## src/rtl/lutram_port_controller_pkg.sv

```systemverilog
// Shared definitions for the LUTRAM port controller: the FSM state encoding
// and a helper that gives the last set index visited by the clear sweep.
package lutram_port_controller_pkg;

  // Controller modes: clearing storage after reset, then normal service.
  typedef enum logic [0:0] {
    CTRL_INIT = 1'b0,
    CTRL_RUN  = 1'b1
  } ctrl_state_e;

  // Terminal count of the clear sweep (last set index). Callers cast it
  // to their set pointer width.
  function automatic int sweep_terminal_count(input int number_sets);
    return number_sets - 1;
  endfunction

endpackage

```

## src/rtl/lutram_port_controller_if.sv

```systemverilog
// Client-side request/response channel of the LUTRAM port controller.
// Signal names keep the controller's point of view (_in = into controller).
interface lutram_port_controller_if #(
  parameter int DATA_WIDTH = 64,
  parameter int ADDR_WIDTH = 6
) ();

  logic                  request_valid_in;
  logic                  request_ready_out;
  logic                  request_write_in;
  logic [ADDR_WIDTH-1:0] request_set_addr_in;
  logic [DATA_WIDTH-1:0] request_data_in;
  logic                  response_valid_out;
  logic                  response_ready_in;
  logic [DATA_WIDTH-1:0] response_data_out;

  // Client pipeline side.
  modport master (
    output request_valid_in,
    output request_write_in,
    output request_set_addr_in,
    output request_data_in,
    output response_ready_in,
    input  request_ready_out,
    input  response_valid_out,
    input  response_data_out
  );

  // Controller side.
  modport slave (
    input  request_valid_in,
    input  request_write_in,
    input  request_set_addr_in,
    input  request_data_in,
    input  response_ready_in,
    output request_ready_out,
    output response_valid_out,
    output response_data_out
  );

endinterface

```

## src/rtl/lutram_port_response_reg.sv

```systemverilog
// One-entry response holding register with a valid/ready handshake.
// A load always wins over a consume at the same edge, so a consumer that
// keeps ready high sees back-to-back responses with no bubble.
module lutram_port_response_reg #(
  parameter int DATA_WIDTH = 64
) (
  input  logic                  clk_in,
  input  logic                  reset_in,
  input  logic                  load_in,
  input  logic [DATA_WIDTH-1:0] load_data_in,
  input  logic                  ready_in,
  output logic                  valid_out,
  output logic [DATA_WIDTH-1:0] data_out
);

  logic                  valid_reg;
  logic                  valid_next;
  logic [DATA_WIDTH-1:0] data_reg;
  logic [DATA_WIDTH-1:0] data_next;

  // Next-entry selection: load replaces, consume empties, otherwise hold.
  always_comb begin
    valid_next = valid_reg;
    data_next  = data_reg;
    if (load_in) begin
      valid_next = 1'b1;
      data_next  = load_data_in;
    end else if (ready_in) begin
      valid_next = 1'b0;
    end
  end

  // Entry storage, cleared by reset.
  always_ff @(posedge clk_in) begin
    if (reset_in) begin
      valid_reg <= 1'b0;
      data_reg  <= '0;
    end else begin
      valid_reg <= valid_next;
      data_reg  <= data_next;
    end
  end

  assign valid_out = valid_reg;
  assign data_out  = data_reg;

endmodule

```

## src/rtl/lutram_port_controller.sv

```systemverilog
// Initiator-side front end for single-port LUTRAM storage. After reset it
// zeroes every set, then maps a valid/ready request stream onto storage port
// accesses and returns read data through a registered response channel.
// Optional feature macro: LUTRAM_PORT_CONTROLLER_WRITE_ACK_EN -- when defined,
// accepted writes also return a response echoing the written data.
module lutram_port_controller
  import lutram_port_controller_pkg::*;
#(
  parameter int SINGLE_ELEMENT_SIZE_IN_BITS = 64,
  parameter int NUMBER_SETS                 = 64,
  parameter int SET_PTR_WIDTH_IN_BITS       = $clog2(NUMBER_SETS)
) (
  input  logic                                   clk_in,
  input  logic                                   reset_in,
  lutram_port_controller_if.slave                client,
  output logic                                   init_done_out,
  output logic                                   access_en_out,
  output logic                                   write_en_out,
  output logic [SET_PTR_WIDTH_IN_BITS-1:0]       access_set_addr_out,
  output logic [SINGLE_ELEMENT_SIZE_IN_BITS-1:0] write_element_out,
  input  logic [SINGLE_ELEMENT_SIZE_IN_BITS-1:0] read_element_in
);

  localparam logic [SET_PTR_WIDTH_IN_BITS-1:0] SWEEP_LAST =
    SET_PTR_WIDTH_IN_BITS'(sweep_terminal_count(NUMBER_SETS));

  ctrl_state_e                      state_reg;
  ctrl_state_e                      state_next;
  logic [SET_PTR_WIDTH_IN_BITS-1:0] sweep_reg;
  logic [SET_PTR_WIDTH_IN_BITS-1:0] sweep_next;

  logic                                   request_accept;
  logic                                   response_load;
  logic [SINGLE_ELEMENT_SIZE_IN_BITS-1:0] response_load_data;

  // State and sweep counter registers; reset restarts the clear sweep.
  always_ff @(posedge clk_in) begin
    if (reset_in) begin
      state_reg <= CTRL_INIT;
      sweep_reg <= '0;
    end else begin
      state_reg <= state_next;
      sweep_reg <= sweep_next;
    end
  end

  // Sweep advance: stop at the last set (saturating) and enter service mode.
  always_comb begin
    state_next = state_reg;
    sweep_next = sweep_reg;
    if (state_reg == CTRL_INIT) begin
      if (sweep_reg == SWEEP_LAST) begin
        state_next = CTRL_RUN;
      end else begin
        sweep_next = sweep_reg + 1'b1;
      end
    end
  end

  // Storage and client drive; reset_in gates everything combinationally so
  // nothing is accepted or written while reset is held.
  always_comb begin
    client.request_ready_out = 1'b0;
    request_accept           = 1'b0;
    access_en_out            = 1'b0;
    write_en_out             = 1'b0;
    access_set_addr_out      = sweep_reg;
    write_element_out        = '0;
    if (!reset_in) begin
      if (state_reg == CTRL_INIT) begin
        access_en_out = 1'b1;
        write_en_out  = 1'b1;
      end else begin
        client.request_ready_out = !client.response_valid_out || client.response_ready_in;
        request_accept           = client.request_valid_in && client.request_ready_out;
        access_en_out            = request_accept;
        write_en_out             = request_accept && client.request_write_in;
        access_set_addr_out      = client.request_set_addr_in;
        write_element_out        = client.request_data_in;
      end
    end
  end

`ifdef LUTRAM_PORT_CONTROLLER_WRITE_ACK_EN
  // Every accepted request answers; writes echo their own data.
  assign response_load      = request_accept;
  assign response_load_data = client.request_write_in ? client.request_data_in : read_element_in;
`else
  // Writes are posted; only reads produce a response.
  assign response_load      = request_accept && !client.request_write_in;
  assign response_load_data = read_element_in;
`endif

  assign init_done_out = (state_reg == CTRL_RUN);

  lutram_port_response_reg #(
    .DATA_WIDTH (SINGLE_ELEMENT_SIZE_IN_BITS)
  ) u_response_reg (
    .clk_in       (clk_in),
    .reset_in     (reset_in),
    .load_in      (response_load),
    .load_data_in (response_load_data),
    .ready_in     (client.response_ready_in),
    .valid_out    (client.response_valid_out),
    .data_out     (client.response_data_out)
  );

endmodule

```

## src/flat_wrapper.sv

```systemverilog
// flat-port wrapper written by rule: the top's interface ports become plain ports
module lutram_port_controller_flat import lutram_port_controller_pkg::*;
#(
  parameter int SINGLE_ELEMENT_SIZE_IN_BITS = 64,
  parameter int NUMBER_SETS                 = 64,
  parameter int SET_PTR_WIDTH_IN_BITS       = $clog2(NUMBER_SETS)
)
  (clk_in, reset_in, init_done_out, access_en_out, write_en_out, access_set_addr_out, write_element_out, read_element_in, client_request_valid_in, client_request_write_in, client_request_set_addr_in, client_request_data_in, client_response_ready_in, client_request_ready_out, client_response_valid_out, client_response_data_out);
  lutram_port_controller_if #(.DATA_WIDTH((64)), .ADDR_WIDTH(($clog2((64))))) client_i ();
  input  logic clk_in;
  input  logic reset_in;
  output logic init_done_out;
  output logic access_en_out;
  output logic write_en_out;
  output logic [SET_PTR_WIDTH_IN_BITS-1:0] access_set_addr_out;
  output logic [SINGLE_ELEMENT_SIZE_IN_BITS-1:0] write_element_out;
  input  logic [SINGLE_ELEMENT_SIZE_IN_BITS-1:0] read_element_in;
  input wire logic [$bits(client_i.request_valid_in)-1:0] client_request_valid_in;
  input wire logic [$bits(client_i.request_write_in)-1:0] client_request_write_in;
  input wire logic [$bits(client_i.request_set_addr_in)-1:0] client_request_set_addr_in;
  input wire logic [$bits(client_i.request_data_in)-1:0] client_request_data_in;
  input wire logic [$bits(client_i.response_ready_in)-1:0] client_response_ready_in;
  output wire logic [$bits(client_i.request_ready_out)-1:0] client_request_ready_out;
  output wire logic [$bits(client_i.response_valid_out)-1:0] client_response_valid_out;
  output wire logic [$bits(client_i.response_data_out)-1:0] client_response_data_out;
  assign client_i.request_valid_in = client_request_valid_in;
  assign client_i.request_write_in = client_request_write_in;
  assign client_i.request_set_addr_in = client_request_set_addr_in;
  assign client_i.request_data_in = client_request_data_in;
  assign client_i.response_ready_in = client_response_ready_in;
  assign client_request_ready_out = client_i.request_ready_out;
  assign client_response_valid_out = client_i.response_valid_out;
  assign client_response_data_out = client_i.response_data_out;
  lutram_port_controller #(.SINGLE_ELEMENT_SIZE_IN_BITS(SINGLE_ELEMENT_SIZE_IN_BITS), .NUMBER_SETS(NUMBER_SETS), .SET_PTR_WIDTH_IN_BITS(SET_PTR_WIDTH_IN_BITS)) u_core (.clk_in(clk_in), .reset_in(reset_in), .client(client_i), .init_done_out(init_done_out), .access_en_out(access_en_out), .write_en_out(write_en_out), .access_set_addr_out(access_set_addr_out), .write_element_out(write_element_out), .read_element_in(read_element_in));
endmodule
```

## config.mk

```make
export PLATFORM = sky130hd
export DESIGN_NAME = lutram_port_controller_flat
export DESIGN_NICKNAME = d
export VERILOG_FILES = /design/src/rtl/lutram_port_controller_pkg.sv /design/src/rtl/lutram_port_controller_if.sv /design/src/rtl/lutram_port_response_reg.sv /design/src/rtl/lutram_port_controller.sv /design/src/flat_wrapper.sv
export SDC_FILE = /design/constraint.sdc
export NUM_CORES = 1
export LEC_CHECK = 0
export CORE_MARGIN = 8
export CORE_UTILIZATION = 34
export DETAILED_ROUTE_END_ITERATION = 16
export PLACE_DENSITY = 0.92
export RECOVER_POWER = 100
export SETUP_SLACK_MARGIN = 0.05
export SLEW_MARGIN = 20
export SYNTH_ARGS = -nofsm -noshare
export SYNTH_HDL_FRONTEND = slang
export SYNTH_SLANG_ARGS = --single-unit
```

## constraint.sdc

```tcl
create_clock -name clk_in -period 1.8 [get_ports clk_in]
set_input_delay 0.36 -clock clk_in [delete_from_list [all_inputs] [get_ports clk_in]]
set_output_delay 0.36 -clock clk_in [all_outputs]
set_load 0.05 [all_outputs]
```

# --- Yosys cells after proc, flatten, opt, wreduce, memory -nomap -nowiden ---
# Index checks and enable logic that the tools add are counted.
op_classes:
  eq_ne: 1
  bitwise: 2
  muxes: 16
  n_addsub: 1
  reduce_logical: 8
ops:
  columns: ["operator", "n"]
  rows:
  - ["$mux W64", 2]
  - ["$mux W1", 12]
  - ["$mux W6", 2]
  - ["$add A6 B1 Y6 const B", 1]
  - ["$eq A6 B6 Y1 const B", 1]
  - ["$logic_and A1 B1 Y1", 3]
  - ["$logic_not A1 Y1", 2]
  - ["$not A1 Y1", 2]
  - ["$reduce_and A2 Y1", 1]
  - ["$reduce_bool A2 Y1", 1]
  - ["$logic_or A1 B1 Y1", 1]
word_totals:
  word_cells: 32
  inputBits: 139
  output_inout_bits: 139
  register_bits: 72

# --- Logic depth before layout (Yosys ltp) ---
# Gate-level depths: netlist of the first run.
depth:
  depth_word: 7
  mapped_depth: 6
  depth_no_buf: 4

# --- Cells and area by module ---
# A second synthesis of the first run with hierarchy kept.
hier_totals:
  cells_unflattened: 326
  hier_area_um2: 3205.6
by_module_without_submodules:
  columns: ["mod", "n_inst", "cells_per_inst", "area_each_um2"]
  rows:
  - ["lutram_port_response_reg", 1, 210, 2344.7]
  - ["lutram_port_controller", 1, 116, 860.8]

# --- Worst setup path before layout of the first run ---
# Ideal clock, no wire load.
synth_timing:
  kind: "flip-flop to output port"
  from: "reg u_core.state_reg (netlist: u_core.init_done_out)"
  to: "out access_set_addr_out[5]"
  required_ps: 1440
  stages_incl_launch_ff: 5
  slack_ps: -658
  arrival_time_ps: 2098
  path_cell_list: "dfxtp_1 > nor2b_1 > buf_4 > clkbuf_1 > o21ai_0"
synth_via:
  elab_chain_cells: 2
synth_lines:
  columns: ["item", "line", "rtl"]
  rows:
  - ["from (decl)", "lutram_port_controller.sv:27", "ctrl_state_e state_reg;"]
  - ["from (signal assigned)", "lutram_port_controller.sv:42", "state_reg <= state_next;"]
  - ["$mux W6", "lutram_port_controller.sv:70", "if (state_reg == CTRL_INIT) begin"]
  - ["$mux W6", "lutram_port_controller.sv:69", "if (!reset_in) begin"]
  - ["to (decl)", "flat_wrapper.sv:15", "output logic [SET_PTR_WIDTH_IN_BITS-1:0] access_set_addr_out;"]
# No other way between the ends.

# --- Worst setup path in the final report of the first run ---
layout_timing:
  from: "reg u_core.state_reg (netlist: u_core.init_done_out)"
  to: "out access_set_addr_out[3]"
# The elaborated chain is that of the path after synthesis.

==> results of run 1 <==
[placed cells by master, fill, tap and decap left out, types with 2 or more instances in the layout]
master	count
nand2_1	3
buf_6	6
nor2_1	2
inv_1	3
dfxtp_1	71
clkdlybuf4s50_1	136
and2_1	10
nor2b_1	65
and2_4	53
clkbuf_1	65
buf_4	11
and4b_1	2
nand4_1	2
buf_16	2
nand3_1	2
a31oi_1	5
clkinv_2	2
a21oi_1	3
buf_12	72
o21ai_0	2
clkbuf_2	4
mux2_1	24
and2_2	2
mux2_2	17
clkbuf_8	11
mux2_4	28
[final timing paths]
| kind | startpoint | end | slack (ps) | cells after the start |
|---|---|---|---|---|
| worst min register to register | u_core.u_response_reg.data_out[35] | u_core.u_response_reg.data_out[35] | 600 | 2 |
| worst max-delay path | u_core.init_done_out | access_set_addr_out[3] | -100 | 4 |
| worst max register to register | u_core.init_done_out | u_core.u_response_reg.data_out[2] | 30 | 6 |
| worst min-delay path | u_core.u_response_reg.data_out[35] | u_core.u_response_reg.data_out[35] | 600 | 2 |
[routing by layer]
layer / GRT usage / wire length [microns]
met1: 0.2189 / 6017
met3: 0.07369 / 1184
met5: 0 / 0
met4: 0.07194 / 454
met2: 0.4215 / 8891
[worst max-delay path, stage by stage, from the launching register on]
cell and delay (ps):
dfxtp_4 340, nor2b_4 210, buf_12 150, mux2_2 350
buf_6 160
[power breakdown]
part           internal [mW]  switching, mW  total (mW)
logic                  0.417          0.265       0.682
registers               1.62         0.0456        1.66
clock network          0.672          0.615        1.29
[cells by family (layout without fill, tap and decap cells)]
family | count (synthesis) | count (layout) | share of synthesized area
AOI/OAI and AO/OA | 17 | 17 | 0.03078
adders and majority gates | 1 | 1 | 0.003457
buffers and inverters | 27 | 319 | 0.04218
DFF | 72 | 72 | 0.3983
muxes | 69 | 69 | 0.2656
other | 0 | 1 | 0
and+or+nand+nor | 150 | 150 | 0.2597
[layout make-up]
class,instances,area [sq um],area share
clock inverter,5,55.05,0.007552
clock buffer,10,137.6,0.01888
timing repair buffer,301,3339,0.4581
antenna,1,2.502,0.0003433
tap,136,170.2,0.02334
sequential,72,1445,0.1982
inverter,3,11.26,0.001545
multi-input combinational,237,2128,0.2920
[repair_timing]
| item | 4_1_cts | 5_1_grt |
|---|---|---|
| hold buffers | 0 | 0 |
| buffers inserted | 5 | 0 |
| pin swaps | 4 | 14 |
| setup endpoints to repair | 69 | 72 |
| gates resized for setup | 62 | 10 |
| gates cloned | 2 | 1 |
[through the flow]
step	setup TNS, ps	util	setup WS [ps]	power, mW
CTS	-3537	0.7351	-112.5	3.636
global route	-6992	0.7061	-157.6	3.756
finish	-2513	0.7061	-98.15	3.630
global placement	-5944	0.6918	-154.6	2.305
detailed placement	-6438	0.6918	-173.9	2.332
floorplan	0	-	58.89	1.895
==> results.sh, run 1 <==
export IMPL_ys_ff_latch=72
export IMPL_fin_nets=764
export IMPL_max_cap_viol_count=0
export IMPL_synth_top_flop_cell="dfxtp_1"
export IMPL_ys_async_sr_fraction=0
export IMPL_maxSlewViolCount=0
export IMPL_worst_slack_ps=-98.15
export IMPL_root_buffer="clkbuf_8"
export IMPL_fin_area_sq_mm=0.007289
export IMPL_cts_buffers=9
export IMPL_place_hpwl_microns=12400
export IMPL_vias_per_cell=4.699
export IMPL_clk_latency_ps=340
export IMPL_syn_nets=476
export IMPL_largest_reg_flops=64
export IMPL_critical_path_class="reg2out"
export IMPL_h_tree_depth=3
export IMPL_grt_pass1_wl_microns=24600
export IMPL_cts_max_path_buffers=2
export IMPL_track_usage=0.2209
export IMPL_placed_cells=741
export IMPL_cp_end_kind="output port"
export IMPL_holdCritPathClass="reg2reg"
export IMPL_max_freq_mhz=526.8
export IMPL_ys_warn_count=0
export IMPL_tritoncts="built"
export IMPL_synth_cell_types=30
export IMPL_place_area_sq_mm=0.007142
export IMPL_status="complete, but fails checks"
export IMPL_finClkSkew_ps=10.61
export IMPL_die_h_microns=119.2
export IMPL_rows=37
export IMPL_grt_pass1_vias=4123
export IMPL_place_gp_congestion=0.8027
export IMPL_pin_count=278
export IMPL_fin_hold_ws_ps=601.3
export IMPL_finalHoldViolCount=0
export IMPL_io_buffers=277
export IMPL_drc_errors=0
export IMPL_layout_area_overhead_vs_synth_pct=101.5
export IMPL_wl_microns=16550
export IMPL_clk_pin_slew_ps=80
export IMPL_drive_gt1_frac=0.3519
export IMPL_layout_cells_non_filler=765
export IMPL_fp_dieW_microns=119.2
export IMPL_synthTopCellsByCount="dfxtp_1, and2_1, nor2b_1"
export IMPL_synth_edff_count=0
export IMPL_grt_overflow_total=0
export IMPL_rsz0062_at_grt="yes"
export IMPL_drt_iter0_markers=161
export IMPL_slew_headroom=0.5624
export IMPL_ys_top_cells_by_area="dfxtp_1, mux2_4, and2_1"
export IMPL_wl_per_cell_microns=21.63
export IMPL_critPathRequiredTime_ps=1440
export IMPL_power_density_mw_per_mm2=498.0
export IMPL_avgSynthCellArea_sq_um=10.77
export IMPL_grt_max_degree=44
export IMPL_ys_seq_area_frac=0.3983
export IMPL_yosysTopAreaCellShare=0.3983
export IMPL_fill_cells=764
export IMPL_startpoint_type="flop"
export IMPL_vdd_drop_max_mv=0.3215
export IMPL_critical_path_arrival_ps=1540
export IMPL_path_max_fanout=9
export IMPL_worst_pin_slew_ps=659.2
export IMPL_drt_pass1_iter_count=4
export IMPL_yosys_area_top_type="dfxtp_1"
export IMPL_initial_core_util=0.3505
export IMPL_fin_crit_sh=1.055
export IMPL_clock_sinks=72
export IMPL_ant_nets=0
export IMPL_netlist_area_sq_mm=0.003618
export IMPL_synth_cells=336
export IMPL_p_leak_nw=3.093
export IMPL_vias=3595
export IMPL_die_area_sq_mm=0.01420
export IMPL_violations="setup timing"
export IMPL_grt_antenna_before_repair=1
export IMPL_core_area_sq_mm=0.01032
export IMPL_setup_violations=62
export IMPL_yosysMostFrequentCell="dfxtp_1"
export IMPL_fin_crit_ps=1898
(Power assumes the default switching activity.)
==> inputs of run 2 (changes only) <==
Settings changed: CORE_MARGIN 8 to 3.
==> run 2 against run 1 <==
Against the previous run:
- the flow still finishes with violations (setup timing)
- clock-buffer cell count unchanged
- clock power up 10%
- die area down 16%
- critical path type unchanged
==> results.sh, run 2 (synthesis results as in run 1) <==
export IMPL_grt_antenna_before_repair=1
export IMPL_max_cap_viol_count=0
export IMPL_vias_per_cell=4.784
export IMPL_finalHoldViolCount=0
export IMPL_violations="setup timing"
export IMPL_post_place_ws_ps=-192.5
export IMPL_critical_path_arrival_ps=1520
export IMPL_io_buffers=277
export IMPL_drc_errors=0
export IMPL_power_density_mw_per_mm2=495.1
export IMPL_grt_pass1_vias=3917
export IMPL_path_max_fanout=13
export IMPL_fin_crit_ps=1885
export IMPL_critPathTopFamily="buffers and inverters"
export IMPL_r2r_slack_ps=90
export IMPL_crit_path_max_incr_delay_ps=340
export IMPL_wl_microns=16640
export IMPL_multiInputGateArea_sq_mm=0.002255
export IMPL_cp_num_cells=5
export IMPL_finClkSkew_ps=11.66
export IMPL_crit_buf_inv=3
export IMPL_largest_reg_flops=64
export IMPL_pin_count=278
export IMPL_clk_latency_ps=340
export IMPL_placed_cells=741
export IMPL_grt_max_degree=39
export IMPL_wl_per_cell_microns=21.56
export IMPL_tritoncts="built"
export IMPL_rows=37
export IMPL_track_usage=0.2632
export IMPL_die_area_sq_mm=0.01192
export IMPL_drt_pass1_iter_count=4
export IMPL_ant_nets=0
export IMPL_core_area_sq_mm=0.01032
export IMPL_slew_headroom=0.5715
export IMPL_maxSlewViolCount=0
export IMPL_fin_nets=770
export IMPL_worst_pin_slew_ps=645.6
export IMPL_crit_end="write_element_out[59]"
export IMPL_root_buffer="clkbuf_8"
export IMPL_drt_iter0_markers=189
export IMPL_worst_slack_ps=-84.53
export IMPL_clock_sinks=72
export IMPL_layout_area_overhead_vs_synth_pct=109.8
export IMPL_fp_dieW_microns=109.2
export IMPL_r2r_end="u_core.u_response_reg.data_out[7]"
export IMPL_rsz0062_at_grt="yes"
export IMPL_p_leak_nw=3.274
export IMPL_reg2reg_depth=7
export IMPL_place_hpwl_microns=11450
export IMPL_drive_gt1_frac=0.4157
export IMPL_initial_core_util=0.3505
export IMPL_cts_buffers=9
export IMPL_layout_cells_non_filler=772
export IMPL_vias=3693
export IMPL_final_common_cell="clkdlybuf4s50_1"
export IMPL_h_tree_depth=3
export IMPL_die_h_microns=109.2
export IMPL_clk_pin_slew_ps=80
export IMPL_place_gp_congestion=0.8626
export IMPL_critical_path_class="reg2out"
export IMPL_grt_pass1_wl_microns=23100
export IMPL_status="complete, but fails checks"
export IMPL_cp_end_kind="output port"
export IMPL_path_cells="nor2b_4 -> buf_4 -> buf_16 -> and2_2 -> buf_12"
export IMPL_crit_slowest_cell="dfxtp_4"
export IMPL_regArea_sq_mm=0.001445
export IMPL_final_cell_mix="clkdlybuf4s50_1, buf_12, dfxtp_1"
export IMPL_critPathRequiredTime_ps=1440
export IMPL_startpoint="u_core.init_done_out"
export IMPL_setup_violations=71
export IMPL_grt_overflow_total=0
export IMPL_holdCritPathClass="in2reg"
export IMPL_startpoint_type="flop"
export IMPL_fin_crit_sh=1.047
export IMPL_finalSetupTns_ps=-3163
export IMPL_cts_max_path_buffers=2
export IMPL_max_freq_mhz=530.6
export IMPL_fill_cells=707
export IMPL_vdd_drop_max_mv=0.4058
export IMPL_crit_reg2reg_launch="u_core.init_done_out"
==> run 2: routing by layer <==
layer	wire length, microns	up-vias	global-route usage	share of wire
li1	-	1703	-	-
met1	5659	1769	0.2600	0.34
met2	8905	186	0.4737	0.54
met3	1420	35	0.08999	0.085
met4	659	0	0.1551	0.040
met5	0	-	0	0
==> run 2: final cells by class <==
cell class	instances	area share
repair buffers	307	0.4595
multi-input cells	237	0.2970
flip-flops and latches	72	0.1903
well taps	136	0.02241
clock buffers	10	0.01681
clock inverters	6	0.01187
inverters	3	0.001813
diodes	1	0.0003296
==> run 2: how the worst min path moves through the flow <==
stage | startpoint | to | cells past startpoint
final | client_response_ready_in | u_core.u_response_reg.valid_out | 4
after global routing | client_response_ready_in | u_core.u_response_reg.valid_out | 4
after CTS | u_core.sweep_reg[2] | u_core.sweep_reg[2] | 1
after detailed placement | u_core.sweep_reg[2] | u_core.sweep_reg[2] | 1
after global placement | u_core.sweep_reg[2] | u_core.sweep_reg[2] | 1
after floorplan | u_core.sweep_reg[2] | u_core.sweep_reg[2] | 1
==> run 2: where the power goes <==
group | internal, mW | total [mW] | leakage, nW | switching [mW]
Clock | 0.789 | 1.42 | 0.107 | 0.632
Sequential | 1.62 | 1.66 | 0.581 | 0.0417
Combinational | 0.409 | 0.680 | 2.59 | 0.271
==> run 2: worst register-to-register path: stages (launching register included) <==
cell	delay (ps)
dfxtp_4	340
nor2b_4	210
buf_4	170
buf_16	140
nand4b_4	100
buf_12	170
buf_4	180
mux2_4	300
==> run 2: metrics by stage <==
stage	util	instance area [sq um]	hold slack [ps]	power [mW]
floorplan	-	3657	470.3	1.895
global placement	0.6906	7129	500.6	2.277
detailed placement	0.6906	7129	511.1	2.293
CTS	0.7392	7631	529.7	3.780
global route	0.7354	7592	465.4	3.903
finish	0.7354	7592	463.7	3.759
==> run 2: what timing repair did <==
item	in CTS	in global routing
endpoints found under the setup margin	61	124
resized for setup	81	18
gates cloned	1	3
pin swaps	10	19
buffers inserted	2	8
hold buffers	0	0
==> inputs of run 3 (changes only) <==
Settings changed: CORE_AREA set to 3 3 106 108, CORE_MARGIN 3 to unset, CORE_UTILIZATION 34 to unset, DIE_AREA set to 0 0 109 111, DONT_BUFFER_PORTS set to 1, PLACE_DENSITY 0.92 to 0.59.
==> run 3 against run 2 <==
Against the previous run:
- the flow still finishes with violations (setup timing)
- hold slack got worse by 330 ps
- final area fell by 28%
- cell count fell by 29%
- non-clock buffer count fell by 224
- sequential share of layout area rose by 7.5 points
- maximum frequency fell by 0.22%
- flip-flop and latch count did not move
- critical endpoint is now write_element_out[39]
==> results.sh, run 3 (synthesis results as in run 1) <==
export IMPL_power_density_mw_per_mm2=614.1
export IMPL_finClkSkew_ps=8.182
export IMPL_fill_cells=901
export IMPL_total_power_mw=3.339
export IMPL_grt_pass1_vias=2724
export IMPL_critical_path_class="reg2out"
export IMPL_cts_buffers=9
export IMPL_cp_end_kind="output port"
export IMPL_rows=37
export IMPL_wl_per_cell_microns=21.22
export IMPL_critical_path_arrival_ps=1530
export IMPL_h_tree_depth=3
export IMPL_combPwrFrac=0.069
export IMPL_finalSetupTns_ps=-2417
export IMPL_root_buffer="clkbuf_8"
export IMPL_vias=2721
export IMPL_holdCritPathClass="in2reg"
export IMPL_grt_antenna_before_repair=1
export IMPL_vias_per_cell=4.974
export IMPL_maxSlewViolCount=0
export IMPL_core_area_sq_mm=0.01032
export IMPL_grt_max_degree=77
export IMPL_finalHoldViolCount=0
export IMPL_drt_pass1_iter_count=4
export IMPL_startpoint_type="flop"
export IMPL_fin_crit_sh=1.049
export IMPL_drc_errors=0
export IMPL_fin_nets=546
export IMPL_p_int_mw=2.495
export IMPL_largest_reg_flops=64
export IMPL_drt_iter0_markers=161
export IMPL_max_freq_mhz=529.5
export IMPL_layout_area_overhead_vs_synth_pct=50.24
export IMPL_io_buffers=0
export IMPL_sequentialPowerShare=0.498
export IMPL_fin_hold_ws_ps=136.2
export IMPL_place_gp_congestion=0.7837
export IMPL_reg2reg_depth=5
export IMPL_setup_violations=66
export IMPL_final_cell_mix="dfxtp_1, buf_12, nor2b_1"
export IMPL_worst_pin_slew_ps=593.0
export IMPL_final_common_cell="dfxtp_1"
export IMPL_antenna_cells=0
export IMPL_slew_headroom=0.6064
export IMPL_initial_core_util=0.3505
export IMPL_track_usage=0.1789
export IMPL_place_hpwl_microns=8805
export IMPL_p_clk_frac=0.432
export IMPL_pin_count=278
export IMPL_p_leak_nw=2.338
export IMPL_cts_max_path_buffers=2
export IMPL_die_area_sq_mm=0.01210
export IMPL_clk_pin_slew_ps=80
export IMPL_clock_sinks=72
export IMPL_ant_nets=0
export IMPL_status="complete, but fails checks"
export IMPL_whs_path_depth=1
export IMPL_violations="setup timing"
export IMPL_grt_overflow_total=0
export IMPL_die_h_microns=111
export IMPL_worst_slack_ps=-88.72
export IMPL_path_max_fanout=29
export IMPL_post_place_ws_ps=127.3
export IMPL_clk_latency_ps=330
export IMPL_drive_gt1_frac=0.4282
export IMPL_fp_dieW_microns=109
export IMPL_fin_crit_ps=1889
export IMPL_max_cap_viol_count=0
export IMPL_critPathRequiredTime_ps=1440
export IMPL_wl_microns=11610
export IMPL_rsz0062_at_grt="yes"
export IMPL_grt_pass1_wl_microns=16380
export IMPL_vdd_drop_max_mv=0.4168
export IMPL_tritoncts="built"
export IMPL_switchingPower_mw=0.8434
export IMPL_swShare=0.2526
run 3: worst max-delay path, cell delays in order (launching register included):
cell and delay [ps]:
dfxtp_4 350, nor2b_4 220, buf_12 200, and2_1 240
buf_12 160
run 3: power groups by stage:
stage	clock [mW]	combinational, mW	sequential (mW)
global route	1.56	0.246	1.67
finish	1.44	0.232	1.66
global placement	0	0.220	1.69
detailed placement	0	0.225	1.70
floorplan	0	0.218	1.68
CTS	1.49	0.239	1.66
run 3: final timing paths:
check / slack, ps / endpoint / startpoint
max: -90 / write_element_out[39] / u_core.init_done_out
min: 140 / u_core.init_done_out / reset_in
max reg2reg: 60 / u_core.u_response_reg.data_out[30] / u_core.init_done_out
min reg2reg: 540 / u_core.sweep_reg[2] / u_core.sweep_reg[5]
run 3: layer usage:
layer | part of all wire | vias to the layer above | track usage
met5 | 0.00078 | - | 0
met4 | 0.012 | 2 | 0.05303
met3 | 0.091 | 14 | 0.06698
met2 | 0.55 | 163 | 0.3362
met1 | 0.34 | 1292 | 0.1780
li1 | - | 1250 | -
run 3: stage by stage:
step / cell area (sq um) / std cells / utilization
after floorplan: 3657 / 336 / -
after global placement: 5140 / 523 / 0.4979
after detailed placement: 5140 / 523 / 0.4979
after CTS: 5547 / 543 / 0.5373
after global routing: 5436 / 547 / 0.5266
final: 5436 / 547 / 0.5266
run 3: repair_timing:
item,CTS,global route
setup endpoints to repair,73,124
buffers inserted,2,2
gates resized for setup,37,5
pin swaps,0,25
hold buffers,0,0
cloned,2,2
run 3: layout make-up:
type | count | area, sq um | share of cell area
clock buffer | 9 | 123.9 | 0.02278
clock inverter | 7 | 102.6 | 0.01887
inverter | 3 | 11.26 | 0.002071
multi-input combinational | 237 | 2041 | 0.3754
sequential | 72 | 1445 | 0.2658
tap | 136 | 170.2 | 0.03130
timing repair buffer | 83 | 1543 | 0.2838
